[src/rtl/fetch_unit_pkg.sv]
// CPU-wide widths and constants shared by the front-end blocks.
package fetch_unit_pkg;
    localparam int CPU_ADDR_W = 16;
    localparam int CPU_DATA_W = 16;
    localparam int CPU_REG_W  = 16;
    localparam int CPU_NREGS  = 8;
    localparam logic [CPU_ADDR_W-1:0] CPU_RESET_PC = 16'h0000;
endpackage

[src/rtl/fetch_fifo.sv]
// Generic synchronous FIFO with flush; head is a read of the storage registers.
module fetch_fifo
    import fetch_unit_pkg::*;
#(
    parameter int WIDTH = CPU_ADDR_W + CPU_DATA_W,
    parameter int DEPTH = 4
) (
    input  logic                       clk,
    input  logic                       rst_n,
    input  logic                       push,
    input  logic                       pop,
    input  logic                       flush,
    input  logic [WIDTH-1:0]           din,
    output logic [WIDTH-1:0]           head,
    output logic [$clog2(DEPTH+1)-1:0] count
);
    localparam int PTR_W = $clog2(DEPTH);

    logic [WIDTH-1:0] mem [DEPTH];
    logic [PTR_W-1:0] rd_ptr, wr_ptr;
    logic             do_push, do_pop;

    // Guards keep the FIFO self-consistent even if a caller misbehaves.
    assign do_push = push && (count != DEPTH[$clog2(DEPTH+1)-1:0]);
    assign do_pop  = pop && (count != '0);
    assign head    = mem[rd_ptr];

    always_ff @(posedge clk or negedge rst_n) begin
        if (!rst_n) begin
            for (int i = 0; i < DEPTH; i++) mem[i] <= '0;
            rd_ptr <= '0;
            wr_ptr <= '0;
            count  <= '0;
        end else if (flush) begin
            rd_ptr <= '0;
            wr_ptr <= '0;
            count  <= '0;
        end else begin
            if (do_push) begin
                mem[wr_ptr] <= din;
                wr_ptr      <= wr_ptr + 1'b1;
            end
            if (do_pop) rd_ptr <= rd_ptr + 1'b1;
            case ({do_push, do_pop})
                2'b10:   count <= count + 1'b1;
                2'b01:   count <= count - 1'b1;
                default: count <= count;
            endcase
        end
    end
endmodule

[src/rtl/fetch_unit.sv]
// Instruction fetch: drives ROM address, captures returned words into a
// prefetch FIFO with their PCs, and handles execute-stage redirects.
module fetch_unit
    import fetch_unit_pkg::*;
#(
    parameter int                ADDR_W   = CPU_ADDR_W,
    parameter int                DATA_W   = CPU_DATA_W,
    parameter logic [ADDR_W-1:0] RESET_PC = ADDR_W'(CPU_RESET_PC),
    parameter int                DEPTH    = 4
) (
    input  logic              clk,
    input  logic              rst_n,
    output logic [ADDR_W-1:0] rom_addr,
    input  logic [DATA_W-1:0] rom_data,
    input  logic              redirect_valid,
    input  logic [ADDR_W-1:0] redirect_pc,
    output logic              instr_valid,
    output logic [DATA_W-1:0] instr_data,
    output logic [ADDR_W-1:0] instr_pc,
    input  logic              instr_ready
);
    localparam int CNT_W = $clog2(DEPTH + 1);

    logic [ADDR_W-1:0] pc, inflight_pc;
    logic              inflight;
    logic [CNT_W-1:0]  count;
    logic [CNT_W:0]    used;
    logic              issue, push, pop;

    assign rom_addr = pc;

    // Credit counts the in-flight word but not a same-cycle pop, so the
    // FIFO always has room for whatever the ROM returns next cycle.
    assign used  = {1'b0, count} + (CNT_W + 1)'(inflight);
    assign issue = !redirect_valid && (used < (CNT_W + 1)'(DEPTH));

    assign instr_valid = (count != '0);
    assign pop         = instr_valid && instr_ready;
    assign push        = inflight && !redirect_valid;

    always_ff @(posedge clk or negedge rst_n) begin
        if (!rst_n) begin
            pc          <= RESET_PC;
            inflight    <= 1'b0;
            inflight_pc <= RESET_PC;
        end else begin
            inflight <= issue;
            if (redirect_valid) begin
                pc <= redirect_pc;
            end else if (issue) begin
                pc          <= pc + 1'b1;
                inflight_pc <= pc;
            end
        end
    end

    fetch_fifo #(
        .WIDTH (ADDR_W + DATA_W),
        .DEPTH (DEPTH)
    ) u_fifo (
        .clk   (clk),
        .rst_n (rst_n),
        .push  (push),
        .pop   (pop),
        .flush (redirect_valid),
        .din   ({inflight_pc, rom_data}),
        .head  ({instr_pc, instr_data}),
        .count (count)
    );
endmodule
[config.mk]
export PLATFORM = sky130hd
export DESIGN_NAME = fetch_unit
export DESIGN_NICKNAME = d
export VERILOG_FILES = /design/src/rtl/fetch_unit_pkg.sv /design/src/rtl/fetch_fifo.sv /design/src/rtl/fetch_unit.sv
export SDC_FILE = /design/constraint.sdc
export NUM_CORES = 1
export LEC_CHECK = 0
export CAP_MARGIN = 20
export CORE_MARGIN = 1.5
export CORE_UTILIZATION = 56
export CTS_BUF_LIST = sky130_fd_sc_hd__clkbuf_16
export DETAILED_ROUTE_END_ITERATION = 10
export PLACE_DENSITY = 0.79
export SETUP_SLACK_MARGIN = 0.1
export SLEW_MARGIN = 10
export SYNTH_ARGS = -nofsm -noshare
export SYNTH_HDL_FRONTEND = slang
export SYNTH_HIERARCHICAL = 1
export SYNTH_SLANG_ARGS = --single-unit
[constraint.sdc]
create_clock -name clk -period 3.3 [get_ports clk]
set_input_delay 0.99 -clock clk [delete_from_list [all_inputs] [get_ports clk]]
set_output_delay 0.99 -clock clk [all_outputs]
set_load 0.05 [all_outputs]
==> impl_metrics.yaml <==
routing:
  drt_wl_total_mm: 15.73
  route.detailed.drc: 0
  wl_per_cell_um: 19.83
  viasPerCell: 5.945
  first_pass_iters: 4
  vias: 4714
  drt_iter0_drc: 319
  ant_nets: 0
timing:
  rsz0062_at_grt: "no"
  worst_pin_slew_ns: 0.5200
  holdWs_ns: 0.4909
  max_freq_mhz: 325.3
  post-route-min-period_ns: 3.074
  finClkSkew_ns: 0.007322
  hold_violations: 0
  finalMaxSlewViolations: 0
  relSlewSlack_pct: 65.34
  setup_viol: 0
  timing.final.crit_share_pct: 93.15
  fin_tns_setup_ns: 0
pwr:
  cellLeakagePower_nw: 4.211
  p_total_mw: 6.366
  powerDensity_nw_per_um2: 666.1
  ir_drop_mv: 0.3022
cts:
  clock_latency_ns: 0.42
  cts_inserted_buffers: 17
  cts_tree: "done"
  htreeDepth: 4
  cts_max_path_buffers: 2
  clk_pin_slew_ns: 0.06
  cts_root_buf: "clkbuf_16"
  cts_resized: 0
  hold_buffers: 0
  post_cts_buffers: 0
  cts_sinks: 168
synthesis:
  syn_nets: 557
  synth_area_leader_cell: "dfrtp_1"
  synthTopCellsByArea: "dfrtp_1 55%, mux2_2 20%, mux4_2 9.4%"
  yosysUniqueCellTypes: 44
  async_flop_share_pct: 100.0
  ys_warn_count: 6
  ys.flop_type: "dfrtp_1"
  syn_avg_cell_area_um2: 14.84
  syn_area_um2: 7641
  synth-edff-count: 0
  syn_inst: 515
  synth_top_area_share_pct: 55.02
  synth.yosys.seq_area_share_pct: 55.02
  synth-seq-cells: 168
job:
  cap_violations: 0
run_status:
  status: "finished clean"
die:
  rows: 42
  ios: 85
  core-area_um2: 13300
  die_area_um2: 14350
  dieWidth_um: 119.8
  fp.dieH_um: 119.8
  initial_core_util_pct: 57.47
placed_design:
  globalplace.congestion: 0.8459
  dp_cells: 762
  io_buffers: 84
  hpwl_mm: 10.37
  dpl_cell_area_um2: 9015
global_routing:
  antenna_found_initial: 0
  gr-usage-met3_pct: 6.084
  grt-busiest-layer: "met2"
  grt_max_degree: 67
  overflow: 0
  grt_use_total_pct: 24.11
  grt_pass1_wl_mm: 26.46
  met2_usage_pct: 39.66
  grtUsageMet1_pct: 31.42
  grt_pass1_vias: 5207
setup_path:
  end_kind: "output pin"
  cp-start-kind: "flop"
  critical_path_arrival_ns: 2.08
  crit_type: "flop to output pin"
  cp.required_ns: 2.31
  rr_worst_depth: 8
  critPathMaxFanout: 13
final_layout:
  nets: 647
  num_antenna_cells: 0
  area_growth_pct: 25.09
  layout.cell_area.non_filler_um2: 9558
  drive_gt1_share_pct: 40.68
  layoutNonFillerInstCount: 793
min_path:
  hold_class: "input pin to asynchronous set/reset pin"
-- logic make-up (layout without fill, tap and decap cells) --
| family | count (synthesis) | in the layout | share of synthesized area [%] |
|---|---|---|---|
| multiplexers | 180 | 180 | 31.18 |
| flip-flops | 168 | 168 | 55.02 |
| AND/OR/NAND/NOR | 77 | 77 | 5.420 |
| AO/OA/AOI/OAI | 38 | 38 | 3.062 |
| buffers and inverters | 35 | 137 | 2.980 |
| XOR/XNOR | 11 | 11 | 1.261 |
| adder cells (fa/ha/maj) | 6 | 6 | 1.081 |
-- worst max-delay path, stage by stage (launching register included) --
cell and delay (ns):
dfrtp_1 0.52, or3_1 0.44, clkdlybuf4s50_1 0.71
-- synthesized netlist by cell type, drive strengths merged (2+ instances only) --
cell / instances
dfrtp: 168
mux4: 32
nand2: 23
o31ai: 3
xor2: 7
nor2: 15
buf: 18
a31oi: 7
mux2i: 4
nand3: 11
nand4: 5
nor2b: 3
o211ai: 2
nor4: 2
inv: 6
xnor2: 4
and2: 2
a211oi: 2
a21oi: 3
ha: 5
o21ai: 17
clkbuf: 11
or4: 5
or3: 4
mux2: 144
-- through the flow --
step / worst slack [ns] / util [%]
after detailed placement: 0.4116 / 67.81
after global placement: 0.4456 / 67.81
final: 0.2262 / 71.89
after floorplan: 0.4866 / -
after global routing: 0.1383 / 71.89
after CTS: 0.2058 / 71.89
-- sequential cells by signal, indices dropped and copies added, names as in the netlist --
register       count
inflight           1
inflight_pc       16
rom_addr          16
u_fifo/count       3
u_fifo/mem       128
u_fifo/rd_ptr      2
u_fifo/wr_ptr      2
-- final timing paths --
kind	start	endpoint	slack, ns
max	u_fifo/count[0]	instr_valid	0.23
min	rst_n	u_fifo/mem[101]	0.49
max reg2reg	u_fifo/count[0]	u_fifo/count[2]	0.90
min reg2reg	u_fifo/mem[117]	u_fifo/mem[117]	0.50
max in group asynchronous	rst_n	u_fifo/mem[44]	2.03
min in group clk	u_fifo/mem[117]	u_fifo/mem[117]	0.50
-- final cells by class --
class                           instances  area [µm²]
Tap cell                              176       220.2
Timing Repair Buffer                  100        1358
Inverter                                6       22.52
Clock buffer                           17       425.4
Fill cell                             872        3737
Sequential cell                       168        4205
Multi-Input combinational cell        312        3209
Clock inverter                         14       117.6
-- metal layers --
layer  vias up  part of all wire [%]
li1       2086                     -
met2       132                    51
met4         0                   1.3
met3        17                   5.0
met5         -                     0
met1      2479                    43
-- cell usage in the layout, fill, tap and decap left out, drive strengths merged, types with 2 or more instances in the layout --
cell,n
or3,4
clkdlybuf4s50,51
mux2,144
nand2,23
nor2b,3
nor4,2
a211oi,2
nand3,11
clkbuf,17
clkinv,9
and2,2
ha,5
inv,8
xor2,7
o211ai,2
mux2i,4
o31ai,3
dfrtp,168
nor2,15
bufinv,2
buf,49
o21ai,17
xnor2,4
a21oi,3
a31oi,7
or4,5
nand4,5
mux4,32
-- where the power goes --
group | internal [mW] | switching [mW] | total (mW)
sequential | 2.44 | 0.246 | 2.68
combinational | 0.953 | 0.895 | 1.85
clock | 1.09 | 0.750 | 1.84
total | 4.48 | 1.89 | 6.37
Power figures use the tool's default switching activity.
